### src/rtl/mips_mem_arbiter_if.sv
// Bus bundle between the MIPS memory arbiter, the frozen CPU, the single-port SRAM
// and the debug/loader port. The arbiter uses the slave modport, the environment the master.
interface mips_mem_arbiter_if #(
  parameter int ADDR_W = 12
);
  // CPU side
  logic              cpu_en;
  logic [31:0]       cpu_pc;
  logic [31:0]       cpu_instr;
  logic              cpu_mem_read_en;
  logic [3:0]        cpu_mem_write_en;
  logic [31:0]       cpu_mem_addr;
  logic [31:0]       cpu_mem_write_data;
  logic [31:0]       cpu_mem_read_data;

  // SRAM side
  logic [ADDR_W-1:0] sram_addr;
  logic              sram_re;
  logic [3:0]        sram_be;
  logic [31:0]       sram_wdata;
  logic [31:0]       sram_rdata;

  // Debug / loader side
  logic              dbg_halt;
  logic              dbg_req;
  logic              dbg_we;
  logic [31:0]       dbg_addr;
  logic [31:0]       dbg_wdata;
  logic              dbg_ack;
  logic [31:0]       dbg_rdata;

  modport slave (
    output cpu_en, cpu_instr, cpu_mem_read_data,
    output sram_addr, sram_re, sram_be, sram_wdata,
    output dbg_ack, dbg_rdata,
    input  cpu_pc, cpu_mem_read_en, cpu_mem_write_en, cpu_mem_addr, cpu_mem_write_data,
    input  sram_rdata,
    input  dbg_halt, dbg_req, dbg_we, dbg_addr, dbg_wdata
  );

  modport master (
    input  cpu_en, cpu_instr, cpu_mem_read_data,
    input  sram_addr, sram_re, sram_be, sram_wdata,
    input  dbg_ack, dbg_rdata,
    output cpu_pc, cpu_mem_read_en, cpu_mem_write_en, cpu_mem_addr, cpu_mem_write_data,
    output sram_rdata,
    output dbg_halt, dbg_req, dbg_we, dbg_addr, dbg_wdata
  );
endinterface

### src/rtl/mips_mem_arbiter.sv
// Shares one single-port synchronous SRAM between CPU data, CPU fetch and a debug port by
// freezing the CPU and sequencing data -> fetch -> step. Debug port built with MEM_ARB_DBG_EN.
module mips_mem_arbiter #(
  parameter int ADDR_W = 12  // must match the interface's ADDR_W
) (
  input  logic               clk,
  input  logic               rst,
  mips_mem_arbiter_if.slave  bus
);

  typedef enum logic [2:0] {
    S_DATA, S_FETCH, S_FWAIT, S_STEP, S_DBG, S_DWAIT, S_HALT
  } state_t;

  state_t            r_state;
  logic              r_rd_issued;
  logic [31:0]       r_instr;
  logic [31:0]       r_rdata_pend;
  logic [31:0]       r_rdata_out;

  logic [ADDR_W-1:0] w_data_word;
  logic [ADDR_W-1:0] w_pc_word;
  logic [ADDR_W-1:0] w_dbg_word;

  // Byte addresses wrap modulo the SRAM size: only the word-select bits are kept.
  assign w_data_word = bus.cpu_mem_addr[ADDR_W+1:2];
  assign w_pc_word   = bus.cpu_pc[ADDR_W+1:2];
  assign w_dbg_word  = bus.dbg_addr[ADDR_W+1:2];

  logic w_unused_addr;
  assign w_unused_addr = ^{bus.cpu_pc[1:0], bus.cpu_pc[31:ADDR_W+2],
                           bus.cpu_mem_addr[1:0], bus.cpu_mem_addr[31:ADDR_W+2],
                           bus.dbg_addr[1:0], bus.dbg_addr[31:ADDR_W+2]};

`ifndef MEM_ARB_DBG_EN
  logic w_unused_dbg;
  assign w_unused_dbg = ^{bus.dbg_halt, bus.dbg_req, bus.dbg_we, w_dbg_word, bus.dbg_wdata};
`endif

  // NOTE: sequential state uses non-blocking assignments only, so every register
  // samples the pre-edge value of every other register regardless of statement order.
  always_ff @(posedge clk) begin
    if (!rst) begin
      r_state      <= S_DATA;
      r_rd_issued  <= 1'b0;
      r_instr      <= '0;
      r_rdata_pend <= '0;
      r_rdata_out  <= '0;
    end else begin
      case (r_state)
        S_DATA: begin
          r_rd_issued <= bus.cpu_mem_read_en;
          r_state     <= S_FETCH;
        end
        S_FETCH: begin
          if (r_rd_issued) r_rdata_pend <= bus.sram_rdata;
          r_state <= S_FWAIT;
        end
        S_FWAIT: begin
          r_instr <= bus.sram_rdata;
          r_state <= S_STEP;
        end
        S_STEP: begin
          // Load data from this step is presented during the next step (CPU M-stage timing).
          r_rdata_out <= r_rdata_pend;
`ifdef MEM_ARB_DBG_EN
          if (bus.dbg_req)       r_state <= S_DBG;
          else if (bus.dbg_halt) r_state <= S_HALT;
          else                   r_state <= S_DATA;
`else
          r_state <= S_DATA;
`endif
        end
`ifdef MEM_ARB_DBG_EN
        S_DBG: begin
          if (!bus.dbg_we)       r_state <= S_DWAIT;
          else if (bus.dbg_halt) r_state <= S_HALT;
          else                   r_state <= S_DATA;
        end
        S_DWAIT: r_state <= bus.dbg_halt ? S_HALT : S_DATA;
        S_HALT: begin
          // A debug request is honoured before un-halting.
          if (bus.dbg_req)       r_state <= S_DBG;
          else if (!bus.dbg_halt) r_state <= S_DATA;
        end
`endif
        default: r_state <= S_DATA;
      endcase
    end
  end

  assign bus.cpu_instr         = r_instr;
  assign bus.cpu_mem_read_data = r_rdata_out;

  // Strobes are decoded from the registered state and forced idle while reset is held,
  // so nothing reaches the CPU or SRAM from the first reset cycle on.
  // NOTE: every output gets a default before the case so no path can infer a latch.
  always_comb begin
    bus.cpu_en     = 1'b0;
    bus.sram_addr  = '0;
    bus.sram_re    = 1'b0;
    bus.sram_be    = 4'b0;
    bus.sram_wdata = '0;
    bus.dbg_ack    = 1'b0;
    bus.dbg_rdata  = '0;
    if (rst) begin
      case (r_state)
        S_DATA: begin
          if (bus.cpu_mem_read_en) begin
            bus.sram_addr = w_data_word;
            bus.sram_re   = 1'b1;
          end else if (|bus.cpu_mem_write_en) begin
            bus.sram_addr  = w_data_word;
            bus.sram_be    = bus.cpu_mem_write_en;
            bus.sram_wdata = bus.cpu_mem_write_data;
          end
        end
        S_FETCH: begin
          bus.sram_addr = w_pc_word;
          bus.sram_re   = 1'b1;
        end
        S_STEP: bus.cpu_en = 1'b1;
`ifdef MEM_ARB_DBG_EN
        S_DBG: begin
          bus.sram_addr = w_dbg_word;
          if (bus.dbg_we) begin
            bus.sram_be    = 4'hF;
            bus.sram_wdata = bus.dbg_wdata;
            bus.dbg_ack    = 1'b1;
          end else begin
            bus.sram_re = 1'b1;
          end
        end
        S_DWAIT: begin
          bus.dbg_ack   = 1'b1;
          bus.dbg_rdata = bus.sram_rdata;
        end
`endif
        default: ;
      endcase
    end
  end

endmodule

### src/flat_wrapper.sv
// flat-port wrapper written by rule: the top's interface ports become plain ports
module mips_mem_arbiter_flat 
#(
  parameter int ADDR_W = 12                                      
)
  (clk, rst, bus_cpu_en, bus_cpu_instr, bus_cpu_mem_read_data, bus_sram_addr, bus_sram_re, bus_sram_be, bus_sram_wdata, bus_dbg_ack, bus_dbg_rdata, bus_cpu_pc, bus_cpu_mem_read_en, bus_cpu_mem_write_en, bus_cpu_mem_addr, bus_cpu_mem_write_data, bus_sram_rdata, bus_dbg_halt, bus_dbg_req, bus_dbg_we, bus_dbg_addr, bus_dbg_wdata);
  mips_mem_arbiter_if #(.ADDR_W(ADDR_W)) bus_i ();
  input  logic clk;
  input  logic rst;
  output wire logic [$bits(bus_i.cpu_en)-1:0] bus_cpu_en;
  output wire logic [$bits(bus_i.cpu_instr)-1:0] bus_cpu_instr;
  output wire logic [$bits(bus_i.cpu_mem_read_data)-1:0] bus_cpu_mem_read_data;
  output wire logic [$bits(bus_i.sram_addr)-1:0] bus_sram_addr;
  output wire logic [$bits(bus_i.sram_re)-1:0] bus_sram_re;
  output wire logic [$bits(bus_i.sram_be)-1:0] bus_sram_be;
  output wire logic [$bits(bus_i.sram_wdata)-1:0] bus_sram_wdata;
  output wire logic [$bits(bus_i.dbg_ack)-1:0] bus_dbg_ack;
  output wire logic [$bits(bus_i.dbg_rdata)-1:0] bus_dbg_rdata;
  input wire logic [$bits(bus_i.cpu_pc)-1:0] bus_cpu_pc;
  input wire logic [$bits(bus_i.cpu_mem_read_en)-1:0] bus_cpu_mem_read_en;
  input wire logic [$bits(bus_i.cpu_mem_write_en)-1:0] bus_cpu_mem_write_en;
  input wire logic [$bits(bus_i.cpu_mem_addr)-1:0] bus_cpu_mem_addr;
  input wire logic [$bits(bus_i.cpu_mem_write_data)-1:0] bus_cpu_mem_write_data;
  input wire logic [$bits(bus_i.sram_rdata)-1:0] bus_sram_rdata;
  input wire logic [$bits(bus_i.dbg_halt)-1:0] bus_dbg_halt;
  input wire logic [$bits(bus_i.dbg_req)-1:0] bus_dbg_req;
  input wire logic [$bits(bus_i.dbg_we)-1:0] bus_dbg_we;
  input wire logic [$bits(bus_i.dbg_addr)-1:0] bus_dbg_addr;
  input wire logic [$bits(bus_i.dbg_wdata)-1:0] bus_dbg_wdata;
  assign bus_cpu_en = bus_i.cpu_en;
  assign bus_cpu_instr = bus_i.cpu_instr;
  assign bus_cpu_mem_read_data = bus_i.cpu_mem_read_data;
  assign bus_sram_addr = bus_i.sram_addr;
  assign bus_sram_re = bus_i.sram_re;
  assign bus_sram_be = bus_i.sram_be;
  assign bus_sram_wdata = bus_i.sram_wdata;
  assign bus_dbg_ack = bus_i.dbg_ack;
  assign bus_dbg_rdata = bus_i.dbg_rdata;
  assign bus_i.cpu_pc = bus_cpu_pc;
  assign bus_i.cpu_mem_read_en = bus_cpu_mem_read_en;
  assign bus_i.cpu_mem_write_en = bus_cpu_mem_write_en;
  assign bus_i.cpu_mem_addr = bus_cpu_mem_addr;
  assign bus_i.cpu_mem_write_data = bus_cpu_mem_write_data;
  assign bus_i.sram_rdata = bus_sram_rdata;
  assign bus_i.dbg_halt = bus_dbg_halt;
  assign bus_i.dbg_req = bus_dbg_req;
  assign bus_i.dbg_we = bus_dbg_we;
  assign bus_i.dbg_addr = bus_dbg_addr;
  assign bus_i.dbg_wdata = bus_dbg_wdata;
  mips_mem_arbiter #(.ADDR_W(ADDR_W)) u_core (.clk(clk), .rst(rst), .bus(bus_i));
endmodule
### config.mk
export PLATFORM = sky130hd
export DESIGN_NAME = mips_mem_arbiter_flat
export DESIGN_NICKNAME = d
export VERILOG_FILES = /design/src/rtl/mips_mem_arbiter_if.sv /design/src/rtl/mips_mem_arbiter.sv /design/src/flat_wrapper.sv
export SDC_FILE = /design/constraint.sdc
export NUM_CORES = 1
export LEC_CHECK = 0
export ABC_AREA = 0
export CAP_MARGIN = 10
export CORE_AREA = 2 2 137 139
export CTS_CLUSTER_DIAMETER = 60
export DETAILED_ROUTE_END_ITERATION = 10
export DIE_AREA = 0 0 139 141
export PLACE_DENSITY = 0.61
export SLEW_MARGIN = 5
export SYNTH_ARGS = -nofsm -noshare
export SYNTH_HDL_FRONTEND = slang
export SYNTH_SLANG_ARGS = --single-unit
### constraint.sdc
create_clock -name clk -period 3.25 [get_ports clk]
set_input_delay 0.4875 -clock clk [delete_from_list [all_inputs] [get_ports clk]]
set_output_delay 0.4875 -clock clk [all_outputs]
set_load 0.05 [all_outputs]
# [Word-level counts from Yosys, hierarchy flattened]
# Cells that the tools add are included.
[totals] ff_bits=100 in_bits=202 out_inout_bits=147 elab_cells=29
[op_classes] n_eq_ne=3 muxes=18 reduce_logical=3
[ops] operator="32-bit 2-to-1 mux" n=4
[ops] operator="12-bit 2-to-1 mux" n=3
[ops] operator="12-bit one-hot mux with 2 select lines" n=1
[ops] operator="4-bit 2-to-1 mux" n=4
[ops] operator="3-bit by 2-bit == test with 1-bit output (second input constant)" n=2
[ops] operator="2-bit one-hot mux with 3 select lines" n=1
[ops] operator="1-bit 2-to-1 mux" n=4
[ops] operator="4-bit OR reduction" n=1
[ops] operator="3-bit by 1-bit == test with 1-bit output (second input constant)" n=1
[ops] operator="3-bit logical NOT" n=1
[ops] operator="1-bit one-hot mux with 2 select lines" n=1
[ops] operator="2-bit AND reduction" n=1

# [Longest topological paths before layout]
# Gate-level depths: netlist (run 1).
[logic_depth] word_depth=5 depth_mapped=7 depth_no_buf=5

# [Least setup slack after synthesis (run 1)]
# OpenSTA, ideal clock, no wires.
[synth_path] path_kind="reg2out" from="reg u_core.r_state[0]" to="out bus_sram_addr[0]" arrival_ns=2.088 required_time_ns=2.762 setup_slack_ns=0.675 stages_incl_launch_ff=7 path_buffers=1 cell_sequence="dfxtp_1 > inv_1 > ha_1 > and2_1 > buf_2 > nand2_1 > o21ai_0"
[synth_via] elab_chain_len=3 word_cells_on_any_way=4 cone_classes="eq/ne: 1; mux: 2; reduce/logical: 1"
[synth_rtl] element="start: declaration" line_no="mips_mem_arbiter.sv:15" source="state_t r_state;"
[synth_rtl] element="start signal: assignment" line_no="mips_mem_arbiter.sv:44" source="r_state <= S_DATA;"
[synth_rtl] element="start signal: assignment" line_no="mips_mem_arbiter.sv:53" source="r_state <= S_FETCH;"
[synth_rtl] element="start signal: assignment" line_no="mips_mem_arbiter.sv:57" source="r_state <= S_FWAIT;"
[synth_rtl] element="3-bit by 1-bit == test with 1-bit output or 3-bit logical NOT (tied branches)" line_no="mips_mem_arbiter.sv:107" source="case (r_state)"
[synth_rtl] element="12-bit one-hot mux with 2 select lines (*)" line_no="mips_mem_arbiter.sv:107"
[synth_rtl] element="12-bit 2-to-1 mux (*)" line_no="mips_mem_arbiter.sv:106" source="if (rst) begin"
[synth_rtl] element="end: declaration" line_no="flat_wrapper.sv:13" source="output wire logic [$bits(bus_i.sram_addr)-1:0] bus_sram_addr;"
# Mark *: on every way between the ends. The rest lies on a longest branch, timed or not.

# [Worst setup path in the final report (run 1)]
[layout_path] from="reg u_core.r_state[1]" to="out bus_sram_be[1]"
[layout_via] elab_chain_len=3
[layout_rtl] element="3-bit logical NOT" line_no="mips_mem_arbiter.sv:107"
[layout_rtl] element="4-bit 2-to-1 mux" line_no="mips_mem_arbiter.sv:107"
[layout_rtl] element="4-bit 2-to-1 mux" line_no="mips_mem_arbiter.sv:106"
[layout_rtl] element="end: declaration" line_no="flat_wrapper.sv:15" source="output wire logic [$bits(bus_i.sram_be)-1:0] bus_sram_be;"
# Every way passes these cells.

==> results of run 1 <==
metal layers:
| layer | part of all wire | GRT usage | up-vias |
|---|---|---|---|
| li1 | - | - | 1864 |
| met1 | 0.46 | 0.2032 | 1653 |
| met2 | 0.37 | 0.2038 | 172 |
| met3 | 0.16 | 0.1199 | 8 |
| met4 | 0.0071 | 0.03190 | 0 |
| met5 | 0 | 0 | - |
worst max-delay path: cells and delay by family (launching register included):
family	cells	cell delay, ns
DFF	1	0.34
buffers and inverters	2	0.87
and+or+nand+nor	3	0.58
adders and majority gates	1	0.24
Yosys cell counts, drive strengths merged:
cell / number
buf: 51
nor2: 1
and2: 41
clkbuf: 14
mux2i: 65
nor2b: 66
o21a: 1
dfxtp: 99
o21ai: 12
nor4: 1
ha: 4
nor3: 1
conb: 1
and2b: 1
inv: 2
nand2: 90
a21oi: 1
a21boi: 32
worst min-delay path by stage:
stage / start / end / slack (ns) / cells after the start
2_1_floorplan: u_core.r_rdata_pend[1] / u_core.r_rdata_pend[1] / 0.43 / 2
3_3_place_gp: u_core.r_rdata_pend[4] / u_core.r_rdata_pend[4] / 0.44 / 2
3_5_place_dp: u_core.r_rdata_pend[3] / u_core.r_rdata_pend[3] / 0.45 / 2
4_1_cts: u_core.r_rdata_pend[3] / u_core.r_rdata_pend[3] / 0.46 / 2
5_1_grt: u_core.r_rdata_pend[30] / u_core.r_rdata_pend[30] / 0.47 / 2
6_report: u_core.r_rdata_pend[3] / u_core.r_rdata_pend[3] / 0.46 / 2
layout make-up:
type                       count  area share
timing repair buffer         215      0.3363
sequential                    99      0.2732
multi-input combinational    349      0.3077
clock buffer                  10     0.03294
clock inverter                 6    0.008451
inverter                       2    0.001035
tap                          234     0.04036
cells by family (layout without fill, tap and decap cells):
group | after synthesis | after routing
AND/OR/NAND/NOR | 201 | 201
buffers and inverters | 67 | 233
multiplexers | 65 | 65
flip-flops | 99 | 99
adder cells (fa/ha/maj) | 4 | 4
AO/OA/AOI/OAI | 46 | 46
other | 1 | 33
report_power, final:
| group | internal [µW] | leakage [µW] | switching (µW) |
|---|---|---|---|
| clock network | 557 | 0.000144 | 512 |
| logic | 585 | 0.00164 | 948 |
| registers | 1300 | 0.000801 | 48.6 |
per-stage QoR:
step | power (µW) | hold slack [ns]
after CTS | 4010 | 0.4583
final | 3956 | 0.4558
after detailed placement | 2928 | 0.4476
after global placement | 2924 | 0.4427
after global routing | 4146 | 0.4695
after floorplan | 2371 | 0.4347
flip-flops by register name, indices dropped and copies added (netlist names):
register	count
u_core.r_state	2
u_core.bus.cpu_instr	32
u_core.r_rd_issued	1
u_core.bus.cpu_mem_read_data	32
u_core.r_rdata_pend	32
==> summary.md, run 1 <==
| Metric | Value |
|---|---|
| Adder-Cell Fraction of Synth Area | 0.01110 |
| Grt ovf | 0 |
| Number of max-cap violations | 0 |
| Largest area contributor in the netlist | dfxtp_1 |
| Unique masters post-synth | 24 |
| IR drop worst, VDD | around 0.33 mV |
| CTS clk-pin slew, worst paths | around 0.08 ns |
| Achievable clock frequency | between 300 and 400 MHz |
| Largest family of logic cells by synthesized area | simple AND/OR/NAND/NOR gates |
| H-tree lvl count | 3 |
| Number of synthesized register bits | between 90 and 100 |
| Drt wl/cell | 16.85 µm |
| Number of I/O port buffers | approximately 210 |
| DP HPWL | 11.83 mm |
| Core Rows | 50 |
| Syn_area_per_cell | between 9 and 10 µm² |
| Critical path capture point type | output port |
| Ranking of synthesized cells by area | dfxtp_1, mux2i_1, nor2b_1 |
| Vias in the first global route | 3,581 |
| Area post-placement | a little under 0.007 mm² |
| Max-slew violation count | 0 |
| Lkg Pwr | between 0.002 and 0.003 µW |
| Routability cong. | about 0.73 |
| Startpoint types | flop |
| Synth Area in XOR/XNOR | 0 |
| Pwr Density | 545.3 mW/mm² |
| 1st-iter DRT viols | about 120 |
| YS warnings | 0 |
| Arr. time, crit path | ~2.4 ns |
| CORE AREA | ~0.018 mm² |
| Sequential area share after synthesis | 0.4396 |
| Starting density of the core | 0.2468 |
| Final hold vios | 0 |
| Postcts setup bufs | 0 |
| Slowest library cell on the worst path | clkdlybuf4s50_1 |
| Fill count | 1,842 |
| Cells along the critical path | inv_1 > ha_1 > nand2_1 > nor2_1 > and2_2 > clkdlybuf4s50_1 |
| Final worst path period need | 2.874 ns |
| FF-to-FF End | u_core.r_rdata_pend[10] |
| Ports | roughly 350 |
| Slew @ Worst Pin | ~0.88 ns |
| Portion of netlist area occupied by mux cells | 0.1443 |
| Clk root buf | clkbuf_16 |
| Chip width | 139 µm |
| Post-CTS resize count | 0 |
| Vias post-DR | ~3,700 |
| Dpl cells | between 800 and 900 |
| Hold Crit Class | flop to flop |
| TNS Setup | 0 ns |
| DP Worst Slack | slightly below 0.5 ns |
| Initial antenna violation count | 0 |
| Pre-antenna DRT Iters | 6 |
| First-pass GRT wire length | approximately 23 mm |
| Worst setup path end | bus_sram_be[1] |
| CP max stage delay | between 0.7 and 0.8 ns |
| Commonest non-fill, non-tap cell in the layout | clkdlybuf4s50_1 |
| Post-CTS Hold Buffers | 0 |
| Design area | 0.007254 mm² |
| Die H | ~140 µm |
| RSZ-0062 raised after global routing | no |
| GRT Total Usage | 0.1566 |
| Area share of and/or/nand/nor cells after synthesis | 0.2417 |
| CTS buffer count | 9 |
| Final worst setup slack | about 0.38 ns |
| Worst Path Max Fanout | 5 |
| Clock sink count | 99 |
| Relative slew margins | 0.4125 |
| Setup slack, reg-to-reg | between 1 and 1.5 ns |
| Vias per cell | a little over 4 |
| Total wire length | 15.41 mm |
| DRC | 0 |
| # diodes | 0 |
| Kind of critical path | flop to output port |
| Most frequent cells in the layout | clkdlybuf4s50_1, dfxtp_1, nand2_1 |
| Later-pin clock latency in the skew report | roughly 0.35 ns |
| TritonCTS clock tree | done |
| Detail Route Antenna Nets | 0 |
| Multi-input logic area | ~0.0022 mm² |
| Final core area utilization | 0.3971 |
| Reg2Reg Depth | 6 |
| Fin Clk Skew | a little over 0.006 ns |
| Mapped Area | ~0.0045 mm² |
| R2R Path Start | u_core.r_state[1] |
| Pin count of the biggest net entering global routing | between 90 and 100 |
| Outcome | completed |
| CTS Buffer Depth | 2 |
| Synth top area share | 0.4396 |
| Die ar. | 0.01960 mm² |
| Final period utilization | 0.8843 |
| Finish-stage setup viols | 0 |
| Register area | slightly below 0.002 mm² |
| Area Overhead vs Synth | 60.92% |
| Req. time, crit path | 2.76 ns |
| CP startpoint | u_core.r_state[1] |
| Layout Nets | between 800 and 900 |
| Compound-Gate Fraction of Synth Area | 0.06939 |
| Layout cells sized above 1 | 0.1557 |
| Non-Filler Instances | 915 |
| Cell count after synthesis | between 400 and 500 |
(Power assumes the default switching activity.)
==> inputs of run 2 (changes only) <==
--- a/config.mk
+++ b/config.mk
@@ -11,6 +11,7 @@
 export CTS_CLUSTER_DIAMETER = 60
 export DETAILED_ROUTE_END_ITERATION = 10
 export DIE_AREA = 0 0 139 141
+export HOLD_SLACK_MARGIN = 0.06
 export PLACE_DENSITY = 0.61
 export SLEW_MARGIN = 5
 export SYNTH_ARGS = -nofsm -noshare
==> results of run 2 <==
The final DEF is identical to that of run 1; final timing and power are the same.
